$ cat config.mk
export PLATFORM = sky130hd
export DESIGN_NAME = ex_iter_divider
export DESIGN_NICKNAME = d
export VERILOG_FILES = /design/src/rtl/ex_iter_divider.sv
export SDC_FILE = /design/constraint.sdc
export NUM_CORES = 1
export LEC_CHECK = 0
export BUFFER_PORTS_ARGS = -buffer_cell sky130_fd_sc_hd__buf_2
export CAP_MARGIN = 15
export CORE_MARGIN = 5
export CORE_UTILIZATION = 27
export CTS_BUF_LIST = sky130_fd_sc_hd__clkbuf_8
export DETAILED_ROUTE_END_ITERATION = 6
export GPL_TIMING_DRIVEN = 0
export PLACE_DENSITY = 0.49
export REMOVE_ABC_BUFFERS = 1
export SYNTH_ARGS = -nofsm -noshare
export SYNTH_HDL_FRONTEND = slang
export SYNTH_HIERARCHICAL = 1
export SYNTH_SLANG_ARGS = --single-unit
$ cat constraint.sdc
create_clock -name clk -period 5.7 [get_ports clk]
set_input_delay 0.285 -clock clk [delete_from_list [all_inputs] [get_ports clk]]
set_output_delay 0.285 -clock clk [all_outputs]
set_load 0.005 [all_outputs]
$ cat src/rtl/ex_iter_divider.sv
// Iterative restoring divider for RV32M DIV/DIVU/REM/REMU, one quotient bit per cycle.
// Optional EX_DIV_ZERO_FASTPATH_EN: a zero divisor skips CALC and goes straight to FIX.

module add_and_subtract #(
  parameter int W = 32
) (
  input  logic [W-1:0] a,
  input  logic [W-1:0] b,
  input  logic         subtract,
  output logic [W-1:0] sum,
  output logic         cout
);
  logic [W:0] full;

  // subtract: a + ~b + 1, so cout=1 means a >= b (unsigned)
  assign full = {1'b0, a} + {1'b0, b ^ {W{subtract}}} + {{W{1'b0}}, subtract};
  assign sum  = full[W-1:0];
  assign cout = full[W];
endmodule

module ex_iter_divider #(
  parameter int WIDTH = 32
) (
  input  logic             clk,
  input  logic             rst_n,
  input  logic             start,
  input  logic [1:0]       op,
  input  logic [WIDTH-1:0] dividend,
  input  logic [WIDTH-1:0] divisor,
  input  logic             kill,
  output logic             busy,
  output logic             done,
  output logic [WIDTH-1:0] result
);
  localparam int CW = $clog2(WIDTH) + 1;

  typedef enum logic [1:0] {IDLE, CALC, FIX, DONE} state_t;

  typedef struct packed {
    logic [1:0] op;
    logic       sa;
    logic       sb;
  } ctx_t;

  state_t           state_q, state_d;
  ctx_t             ctx_q, ctx_d;
  logic [WIDTH-1:0] mb_q, mb_d;
  logic [WIDTH-1:0] r_q, r_d;
  logic [WIDTH-1:0] q_q, q_d;
  logic [WIDTH-1:0] dvd_q, dvd_d;
  logic [CW-1:0]    cnt_q, cnt_d;
  logic             busy_q, busy_d;
  logic             done_q, done_d;
  logic [WIDTH-1:0] result_q, result_d;

  logic [WIDTH:0]   p, diff;
  logic             cout;
  logic [WIDTH-1:0] quot, rem;
  logic             unused_bits;

  assign p = {r_q, q_q[WIDTH-1]};

  add_and_subtract #(.W(WIDTH+1)) u_sub (
    .a        (p),
    .b        ({1'b0, mb_q}),
    .subtract (1'b1),
    .sum      (diff),
    .cout     (cout)
  );

  // diff[WIDTH] is always 0 when cout=1 since P < 2*divisor holds throughout
  assign unused_bits = ^{diff[WIDTH], ctx_q.op[0]};

  always_comb begin
    quot = (ctx_q.sa ^ ctx_q.sb) ? -q_q : q_q;
    rem  = ctx_q.sa ? -r_q : r_q;
    if (mb_q == '0) begin
      quot = '1;
      rem  = dvd_q;
    end
  end

  always_comb begin
    state_d  = state_q;
    ctx_d    = ctx_q;
    mb_d     = mb_q;
    r_d      = r_q;
    q_d      = q_q;
    dvd_d    = dvd_q;
    cnt_d    = cnt_q;
    busy_d   = busy_q;
    done_d   = 1'b0;
    result_d = result_q;
    case (state_q)
      IDLE, DONE: begin
        state_d = IDLE;
        busy_d  = 1'b0;
        if (start) begin
          ctx_d.op = op;
          ctx_d.sa = ~op[0] & dividend[WIDTH-1];
          ctx_d.sb = ~op[0] & divisor[WIDTH-1];
          q_d      = ctx_d.sa ? -dividend : dividend;
          mb_d     = ctx_d.sb ? -divisor : divisor;
          r_d      = '0;
          cnt_d    = '0;
          dvd_d    = dividend;
          busy_d   = 1'b1;
          state_d  = CALC;
`ifdef EX_DIV_ZERO_FASTPATH_EN
          if (divisor == '0) state_d = FIX;
`endif
        end
      end
      CALC: begin
        r_d   = cout ? diff[WIDTH-1:0] : p[WIDTH-1:0];
        q_d   = {q_q[WIDTH-2:0], cout};
        cnt_d = cnt_q + 1'b1;
        if (cnt_q == CW'(WIDTH-1)) state_d = FIX;
      end
      FIX: begin
        result_d = ctx_q.op[1] ? rem : quot;
        busy_d   = 1'b0;
        done_d   = 1'b1;
        state_d  = DONE;
      end
      default: state_d = IDLE;
    endcase
    if (kill) begin
      state_d  = IDLE;
      busy_d   = 1'b0;
      done_d   = 1'b0;
      result_d = result_q;
    end
  end

  always_ff @(posedge clk or negedge rst_n) begin
    if (!rst_n) begin
      state_q  <= IDLE;
      ctx_q    <= '0;
      mb_q     <= '0;
      r_q      <= '0;
      q_q      <= '0;
      dvd_q    <= '0;
      cnt_q    <= '0;
      busy_q   <= 1'b0;
      done_q   <= 1'b0;
      result_q <= '0;
    end else begin
      state_q  <= state_d;
      ctx_q    <= ctx_d;
      mb_q     <= mb_d;
      r_q      <= r_d;
      q_q      <= q_d;
      dvd_q    <= dvd_d;
      cnt_q    <= cnt_d;
      busy_q   <= busy_d;
      done_q   <= done_d;
      result_q <= result_d;
    end
  end

  assign busy   = busy_q;
  assign done   = done_q;
  assign result = result_q;
endmodule

==> results of run 1 <==
critical path, stage by stage, from the launching register on:
cell and delay (ns):
dfrtp_1 0.47, ha_1 0.48, nand2_1 0.20, nor4_1 0.46, a211oi_2 0.21, o21a_2 0.26, o41ai_2 0.74, buf_4 0.30
buf_4 0.19, buf_4 0.19, mux2_2 0.35, nand3_1 0.08, o21ai_0 0.11
flip-flops by register name, indices dropped and copies added, names as in the netlist:
signal   flops
busy         1
cnt_q        6
ctx_q        3
done         1
dvd_q       32
mb_q        32
q_q         32
r_q         32
result      32
state_q      2
cell usage in the layout (no fill, tap or decap), types with 15 or more instances in the layout:
cell type / n
nand3_1: 17
mux2_2: 32
nand2_1: 146
nor4_1: 23
o31ai_1: 52
mux2i_1: 41
dfrtp_1: 173
nor3_1: 25
ha_1: 39
o21ai_0: 101
xor2_1: 105
or4_1: 18
buf_2: 102
o22ai_1: 39
inv_1: 29
nor2_1: 79
a21o_1: 15
a21oi_1: 121
clkbuf_8: 20
a31oi_1: 20
xnor2_1: 77
layout make-up:
type | instances | area share (%)
Antenna cell | 1 | 0.01781
Clock buffer | 20 | 1.959
Clock inverter | 11 | 0.7658
Inverter | 31 | 0.8281
Multi-Input combinational cell | 1124 | 54.74
Sequential cell | 173 | 30.81
Tap cell | 600 | 5.343
Timing Repair Buffer | 119 | 5.539
path summary, 6_finish.rpt:
path / to / cells after the start / slack [ns]
setup / recovery: r_q[0] / 12 / 1.53
hold / removal: ctx_q[3] / 2 / 0.05
setup reg to reg: r_q[0] / 12 / 1.53
hold reg to reg: result[4] / 1 / 0.49
max in group asynchronous: result[21] / 3 / 4.42
min in group asynchronous: state_q[1] / 2 / 0.42
layer usage:
layer	global-route usage, %	routed length, um	vias to the layer above
li1	-	-	5294
met1	21.99	19110	5155
met2	23.91	17710	212
met3	2.931	1683	31
met4	3.575	636	0
met5	0	0	-
power by group:
part / switching (uW) / internal (uW)
clock: 502 / 384
sequential: 518 / 1710
combinational: 1940 / 1330
metrics by stage:
step | setup TNS, ns | total power (uW) | hold slack [ns] | cell area, um^2 | utilization [%]
2_1_floorplan | -49.72 | 4324 | -0.01059 | 12100 | -
3_3_place_gp | -204.80 | 5377 | 0.4614 | 13370 | 29.33
3_5_place_dp | 0 | 5499 | 0.4102 | 13630 | 29.91
4_1_cts | 0 | 6415 | 0.02283 | 14030 | 30.79
5_1_grt | 0 | 6913 | 0.02577 | 14050 | 30.82
6_report | 0 | 6386 | 0.04759 | 14050 | 30.83
==> reports/qor.yml, run 1 <==
status:
  status: "finished clean"
sta:
  rsz0062_at_grt: "false"
  slew_viol_final: 0
  finalHoldViolCount: 0
  max_slew_margin_pct: 16.98
  skew_ns: 0.02135
  period_minus_slack_ns: 4.170
  setup_ws_ns: 1.530
  tightest_slew_ns: 1.241
  fmax_mhz: 239.8
  setup_viol: 0
  finalCritPeriodShare_pct: 73.16
pwr:
  peakVddDrop_mv: 0.2792
  powerDensity_nw_per_um2: 454.5
  power_leakage_uw: 0.005955
final_layout:
  area_delta_synth_final_pct: 12.51
  regArea_um2: 4329
  stdcell_count: 2079
  fillers: 4845
  final_nets: 1576
  drive_gt1_share_pct: 14.55
  multi_input_area_um2: 7691
min_path:
  min_from: "op[1]"
  hold_path.class: "in2reg"
placement:
  place.gp.congestion: 0.8356
  post-place-ws_ns: 1.546
  dp_hpwl_um: 29560
  io_buffers: 103
  dp_cells: 2044
drt:
  post_drt_wl_per_cell_um: 18.83
  via_per_inst: 5.143
  drt-initial-drc-count: 738
  drc_errors: 0
  drt_wl_total_um: 39140
  drt_pre_antenna_iters: 5
  ant_nets: 0
  vias: 10690
run:
  drv_cap: 0
die:
  die_h_um: 225.1
  start_util_pct: 27.40
  io_pins: 104
  dieArea_um2: 50650
  fp.dieW_um: 225.1
  rows: 78
  core_area_um2: 45580
clocking:
  cts_num_sinks: 173
  cts_buffers: 17
  post-cts-setup-buffers: 0
  clock_latency_ns: 0.50
  htreeDepth: 4
  cts_buffer_depth: 2
  path_clk_slew_ns: 0.10
  cts_hold_buf: 2
  root_buffer: "clkbuf_8"
  cts-resized-gates: 0
  cts_tree: "built"
setup_path:
  required_ns: 6.05
  startpoint: "r_q[12]"
  start_kind: "flip-flop"
  path_max_fanout: 7
  critPathKind: "reg2reg"
  r2r-start: "r_q[12]"
  cp-end-kind: "flip-flop"
  arrival_ns: 4.52
synth:
  syn_area_um2: 12490
  ys_warn_count: 6
  syn_inst: 1423
  avgSynthCellArea_um2: 8.776
global_routing:
  grt-ovfl-total: 0
  grt.total_usage_pct: 15.32
  grt_pass1_wl_um: 62200
  antenna_found_initial: 0
  grt_max_degree: 107
  grt_pass1_vias: 10620
Note: power is estimated with default switching activity, not from simulation.
==> inputs of run 2 (changes only) <==
--- a/config.mk
+++ b/config.mk
@@ -5,6 +5,7 @@
 export SDC_FILE = /design/constraint.sdc
 export NUM_CORES = 1
 export LEC_CHECK = 0
+export ABC_AREA = 1
 export BUFFER_PORTS_ARGS = -buffer_cell sky130_fd_sc_hd__buf_2
 export CAP_MARGIN = 15
 export CORE_MARGIN = 5
@@ -12,7 +13,7 @@
 export CTS_BUF_LIST = sky130_fd_sc_hd__clkbuf_8
 export DETAILED_ROUTE_END_ITERATION = 6
 export GPL_TIMING_DRIVEN = 0
-export PLACE_DENSITY = 0.49
+export PLACE_DENSITY = 0.51
 export REMOVE_ABC_BUFFERS = 1
 export SYNTH_ARGS = -nofsm -noshare
 export SYNTH_HDL_FRONTEND = slang
==> constraint.sdc (replaced) <==
create_clock -name clk -period 3.65 [get_ports clk]
set_input_delay 0.1825 -clock clk [delete_from_list [all_inputs] [get_ports clk]]
set_output_delay 0.1825 -clock clk [all_outputs]
set_load 0.005 [all_outputs]
==> run 2 against run 1 <==
  * Critical path depth did not move
  * Clock skew rose by 0.0087 ns
  * Register-to-register slack got worse by 1.2 ns
  * Die area rose by 11%
  * Design area rose by 14%
  * Setup slack got worse by 1.2 ns
  * Cell count rose by 43%
  * Global-route usage rose by 1.2 points
==> reports/qor.yml, run 2 <==
final_layout:
  area_delta_synth_final_pct: 15.70
  diodes: 0  # -1
  mostFrequentLayoutCells: "nand2_1 (619), nor2_1 (280), inv_1 (236), dfrtp_1 (173), nand3_1 (168)"
  final_common_cell: "nand2_1"
  drive_gt1_share_pct: 9.015  # -5.5 points
  finish.instance_area_um2: 16070  # +14%
  stdcell_count: 2965  # +43%
  final_nets: 2382  # +51%
  fillers: 5755  # +19%
sta:
  skew_ns: 0.03009  # +0.008732 ns
  fmax_mhz: 304.5  # +27%
  rsz0062_at_grt: "false"
  finalHoldViolCount: 0  # unchanged
  period_minus_slack_ns: 3.284  # -0.8865 ns
  whs_ns: 0.02842  # -0.01917 ns
  slew_viol_final: 0  # unchanged
  tightest_slew_ns: 1.220  # -0.02078 ns
  finalCritPeriodShare_pct: 89.96  # +17 points
  setup_viol: 0  # unchanged
  max_slew_margin_pct: 18.59  # +1.6 points
global_routing:
  grt-ovfl-total: 0  # unchanged
  antenna_found_initial: 0  # unchanged
  grt.total_usage_pct: 16.54  # +1.2 points
  grt_max_degree: 94  # -12%
  grt_pass1_vias: 13460  # +27%
  grt_pass1_wl_um: 74490  # +20%
setup_path:
  reg2reg_to: "cnt_q[5]"
  required_ns: 4.09  # -1.96 ns
  start_kind: "flip-flop"
  crit_end: "cnt_q[5]"
  arrival_ns: 3.73  # -0.79 ns
  regToRegSetupSlack_ns: 0.37  # -1.16 ns
  path_max_fanout: 65  # +58
  critPathKind: "reg2reg"
  cp-end-kind: "flip-flop"
  r2r_cells: 12  # unchanged
  startpoint: "state_q[0]"
  r2r-start: "state_q[0]"
drt:
  post_drt_wl_per_cell_um: 16.05  # -15%
  drt_pre_antenna_iters: 5  # unchanged
  drt-initial-drc-count: 1007  # +36%
  ant_nets: 0  # unchanged
  drt_wl_total_um: 47600  # +22%
  via_per_inst: 4.859  # -5.5%
  drc_errors: 0  # unchanged
  vias: 14410  # +35%
placement:
  dpl_cell_area_um2: 15150  # +11%
  place.gp.congestion: 0.8979  # +7.5%
  dp_cells: 2883  # +41%
  io_buffers: 103  # unchanged
  dp_hpwl_um: 36640  # +24%
pwr:
  power_uw: 10340  # +62%
  peakVddDrop_mv: 0.3255  # +17%
  power_leakage_uw: 0.008291  # +39%
  powerDensity_nw_per_um2: 643.1  # +42%
clocking:
  post-cts-setup-buffers: 0  # unchanged
  clock_latency_ns: 0.53  # +0.03 ns
  htreeDepth: 4  # unchanged
  path_clk_slew_ns: 0.10  # about the same
  cts_num_sinks: 173  # unchanged
  root_buffer: "clkbuf_8"
  cts_tree: "built"
  cts_buffers: 17  # unchanged
  cts_buffer_depth: 2  # unchanged
synth:
  syn_area_um2: 13890  # +11%
  syn_inst: 2165  # +52%
  ys_warn_count: 6  # unchanged
  avgSynthCellArea_um2: 6.416  # -27%
run:
  drv_cap: 0  # unchanged
die:
  die_h_um: 236.8  # +5.2%
  dieArea_um2: 56080  # +11%
  start_util_pct: 27.19  # -0.21 points
  fp.dieW_um: 236.8  # +5.2%
  rows: 83  # +6.4%
  io_pins: 104  # unchanged
  core_area_um2: 51090  # +12%
min_path:
  hold_path.class: "in2reg"
status:
  status: "finished clean"
[run 2: worst min-delay path by stage]
stage	from	endpoint	slack (ns)	cells after the start
final	divisor[2]	mb_q[2]	0.03	3
after global routing	divisor[3]	mb_q[3]	0.03	3
after CTS	divisor[2]	mb_q[2]	0.003	3
after global placement	op[1]	ctx_q[3]	0.42	3
after floorplan	rst_n	busy	-0.11	0
after detailed placement	rst_n	done	0.24	1
[run 2: through the flow]
| step | worst slack (ns) | util [%] | TNS, ns |
|---|---|---|---|
| final | 0.3663 | 31.46 | 0 |
| after global routing | 0.07403 | 31.46 | 0 |
| after CTS | 0.02507 | 31.45 | 0 |
| after detailed placement | -0.4436 | 29.66 | -16.06 |
| after global placement | -4.205 | 29.24 | -468.70 |
| after floorplan | -1.027 | - | -60.68 |
[run 2: layout make-up]
type | instances | area, um^2 | area share [%]
multi-input cells | 1675 | 8371 | 52.08
clock buffers | 17 | 234.0 | 1.456
inverters | 244 | 923.4 | 5.745
well taps | 680 | 850.8 | 5.294
flip-flops and latches | 173 | 4329 | 26.94
clock inverters | 15 | 172.7 | 1.074
repair buffers | 161 | 1191 | 7.411
[run 2: critical path: stages (launching register included)]
cell and delay (ns):
dfrtp_1 0.38, inv_1 0.05, ha_1 0.36, nand2_4 0.27
buf_16 0.30, inv_4 0.43, a21oi_4 0.09, buf_12 0.22
inv_4 0.45, nand3_1 0.18, nor2_1 0.16, o21ai_0 0.09
a21oi_1 0.16
[run 2: layer usage]
metal	share of wire [%]	vias up	track usage, %	wire [um]
met2	47	349	27.17	22330
met5	0	-	0	0
met4	2.5	0	4.985	1169
li1	-	7236	-	-
met3	4.3	50	2.166	2026
met1	46	6773	22.75	22070
[run 2: repair_timing]
item / in CTS / in global routing
gates cloned: 0 / 0
resized for setup: 2 / 4
setup endpoints to repair: 44 / 43
hold endpoints to repair: 142 / 0
hold buffers: 50 / 0
[run 2: power breakdown]
part	leakage (uW)	switching, uW	internal (uW)
registers	0.00219	680	2650
clock network	0.000212	880	581
logic	0.00589	3710	1840
total	0.00829	5270	5060
==> inputs of run 3 (changes only) <==
--- a/config.mk
+++ b/config.mk
@@ -12,8 +12,9 @@
 export CORE_UTILIZATION = 27
 export CTS_BUF_LIST = sky130_fd_sc_hd__clkbuf_8
 export DETAILED_ROUTE_END_ITERATION = 6
+export GPL_ROUTABILITY_DRIVEN = 0
 export GPL_TIMING_DRIVEN = 0
-export PLACE_DENSITY = 0.51
+export PLACE_DENSITY = 0.49
 export REMOVE_ABC_BUFFERS = 1
 export SYNTH_ARGS = -nofsm -noshare
 export SYNTH_HDL_FRONTEND = slang
==> constraint.sdc (replaced) <==
create_clock -name clk -period 3.6 [get_ports clk]
set_input_delay 0.18 -clock clk [delete_from_list [all_inputs] [get_ports clk]]
set_output_delay 0.18 -clock clk [all_outputs]
set_load 0.005 [all_outputs]
==> run 3 against run 2 <==
  * Core utilization about the same
  * Sequential share of layout area about the same
  * Fmax decreased by 1.0%
  * Combinational power increased by 2%
  * First-iteration DRC count increased by 14%
  * Sequential power increased by 1%
  * Critical endpoint is now q_q[2]
==> reports/qor.yml, run 3 (same netlist as run 2, synthesis figures left out) <==
die:
  core_area_um2: 51090  # unchanged
  dieArea_um2: 56080  # unchanged
  die_h_um: 236.8  # unchanged
  rows: 83  # unchanged
  start_util_pct: 27.19  # unchanged
  io_pins: 104  # unchanged
  fp.dieW_um: 236.8  # unchanged
setup_path:
  path_depth: 9  # -3
  regToRegSetupSlack_ns: 0.28  # -0.08 ns
  start_kind: "flip-flop"
  required_ns: 3.96  # -0.13 ns
  r2r_cells: 9  # -3
  cp-end-kind: "flip-flop"
  cpMaxStageDelayCell: "inv_2"
  critPathKind: "reg2reg"
  arrival_ns: 3.68  # -0.05 ns
  cp_num_buf_inv: 4  # -1
  path_max_fanout: 43  # -34%
  crit_chain: "inv_1 > ha_1 > nand2_4 > inv_4 > a21oi_4 > buf_12 > nor2_4 > inv_2 > o221ai_1"
  critPathTopFamily: "buffers and inverters"
  slowest_delay_ns: 0.70  # +0.25 ns
drt:
  ant_nets: 0  # unchanged
  post_drt_wl_per_cell_um: 16.09  # +0.21%
  drt_pre_antenna_iters: 5  # unchanged
  drt-initial-drc-count: 1150  # +14%
  drt_wl_total_um: 47700  # +0.21%
  drc_errors: 0  # unchanged
  via_per_inst: 4.819  # -0.84%
  vias: 14290  # -0.84%
pwr:
  pwr-share-comb_pct: 53.8  # about the same
  power.internal_uw: 5167  # +2.1%
  seq_power_share_pct: 32.1  # about the same
  p_switching_uw: 5347  # +1.4%
  power_leakage_uw: 0.008287  # about the same
  peakVddDrop_mv: 0.2607  # -20%
  powerDensity_nw_per_um2: 653.5  # +1.6%
  switching_share_pct: 50.85  # -0.17 points
  pwr-share-clk_pct: 14.2  # about the same
clocking:
  htreeDepth: 4  # unchanged
  cts_buffer_depth: 2  # unchanged
  path_clk_slew_ns: 0.11  # about the same
  clock_latency_ns: 0.53  # about the same
  cts_num_sinks: 173  # unchanged
  root_buffer: "clkbuf_8"
  cts_tree: "built"
  cts_buffers: 17  # unchanged
global_routing:
  grt_pass1_vias: 13520  # +0.44%
  grt_max_degree: 98  # +4.3%
  grt_pass1_wl_um: 75040  # +0.74%
  antenna_found_initial: 0  # unchanged
  grt.total_usage_pct: 16.70  # +0.16 points
  grt-ovfl-total: 0  # unchanged
final_layout:
  final_nets: 2382  # unchanged
  diodes: 0  # unchanged
  mostFrequentLayoutCells: "nand2_1 (619), nor2_1 (280), inv_1 (235), dfrtp_1 (173), nand3_1 (168)"
  area_delta_synth_final_pct: 15.82
  post-route-util_pct: 31.49  # +0.032 points
  final_common_cell: "nand2_1"
  drive_gt1_share_pct: 9.103  # +0.088 points
  stdcell_count: 2965  # unchanged
placement:
  io_buffers: 103  # unchanged
  dp_hpwl_um: 36500  # -0.38%
  dp_cells: 2883  # unchanged
sta:
  period_minus_slack_ns: 3.317  # +0.03358 ns
  finalHoldViolCount: 0  # unchanged
  rsz0062_at_grt: "false"
  slew_viol_final: 0  # unchanged
  setup_viol: 0  # unchanged
  skew_ns: 0.02161  # -0.008478 ns
  max_slew_margin_pct: 18.63  # +0.049 points
  tightest_slew_ns: 1.219  # -0.0007333 ns
  finalCritPeriodShare_pct: 92.15  # +2.2 points
  fmax_mhz: 301.5  # -1.0%
min_path:
  hold_path.class: "in2reg"
  worstHoldPathCells: 3  # unchanged
status:
  status: "finished clean"
run:
  drv_cap: 0  # unchanged
run 3: cell count changes in the layout (fill, tap and decap cells not counted), moves of 2 or more:
cell and change:
inv_8 -4, clkbuf_8 +2, inv_6 +3, clkinvlp_4 +3, clkinv_4 -3
run 3: power groups by stage:
| stage | Sequential, uW | Clock (uW) | Combinational (uW) |
|---|---|---|---|
| floorplan | 3210 | 0 | 3790 |
| global placement | 3400 | 0 | 5470 |
| detailed placement | 3410 | 0 | 5580 |
| CTS | 3370 | 1550 | 5660 |
| global route | 3480 | 1620 | 6380 |
| finish | 3370 | 1490 | 5650 |
run 3: metal layers:
layer / GRT usage (%) / up-vias / routed length, um
met5: 0 / - / 0
met2: 27.87 / 292 / 22840
met4: 4.198 / 0 / 759
met1: 23.11 / 6729 / 22400
li1: - / 7230 / -
met3: 1.910 / 36 / 1693
run 3: through the flow:
stage	setup TNS [ns]	hold slack [ns]	power, uW	instance area [um^2]	setup WS (ns)
after floorplan	-64.18	-0.1156	7001	13570	-1.077
after global placement	-492.17	0.4145	8868	14940	-4.270
after detailed placement	-9.691	0.2793	8991	15160	-0.3212
after CTS	0	0.0002785	10590	16070	0.2130
after global routing	0	0.01362	11470	16090	0.06699
final	0	0.02252	10510	16090	0.2828
run 3: final cells by class:
class | count | area (um^2)
Fill cell | 5720 | 35010
Inverter | 244 | 920.9
Tap cell | 680 | 850.8
Multi-Input combinational cell | 1675 | 8371
Clock buffer | 19 | 261.5
Clock inverter | 13 | 146.4
Sequential cell | 173 | 4329
Timing Repair Buffer | 161 | 1209
run 3: path summary, 6_finish.rpt:
check / startpoint / to
min in group asynchronous: rst_n / done
setup reg to reg: state_q[0] / q_q[2]
hold reg to reg: result[25] / result[25]
max in group asynchronous: rst_n / q_q[9]
setup / recovery: state_q[0] / q_q[2]
hold / removal: dividend[9] / dvd_q[9]
run 3: worst min-delay path: cells and delay by family:
kind / cells / cell delay [ns]
AO/OA/AOI/OAI: 1 / 0.10
buffers and inverters: 2 / 0.23
run 3: repair_timing:
| item | in CTS | in global routing |
|---|---|---|
| gates resized for setup | 2 | 2 |
| hold buffers | 49 | 0 |
| endpoints found under the hold margin | 154 | 0 |
| setup endpoints to repair | 44 | 1 |
| buffers inserted | 0 | 0 |
| pin swaps | 0 | 0 |
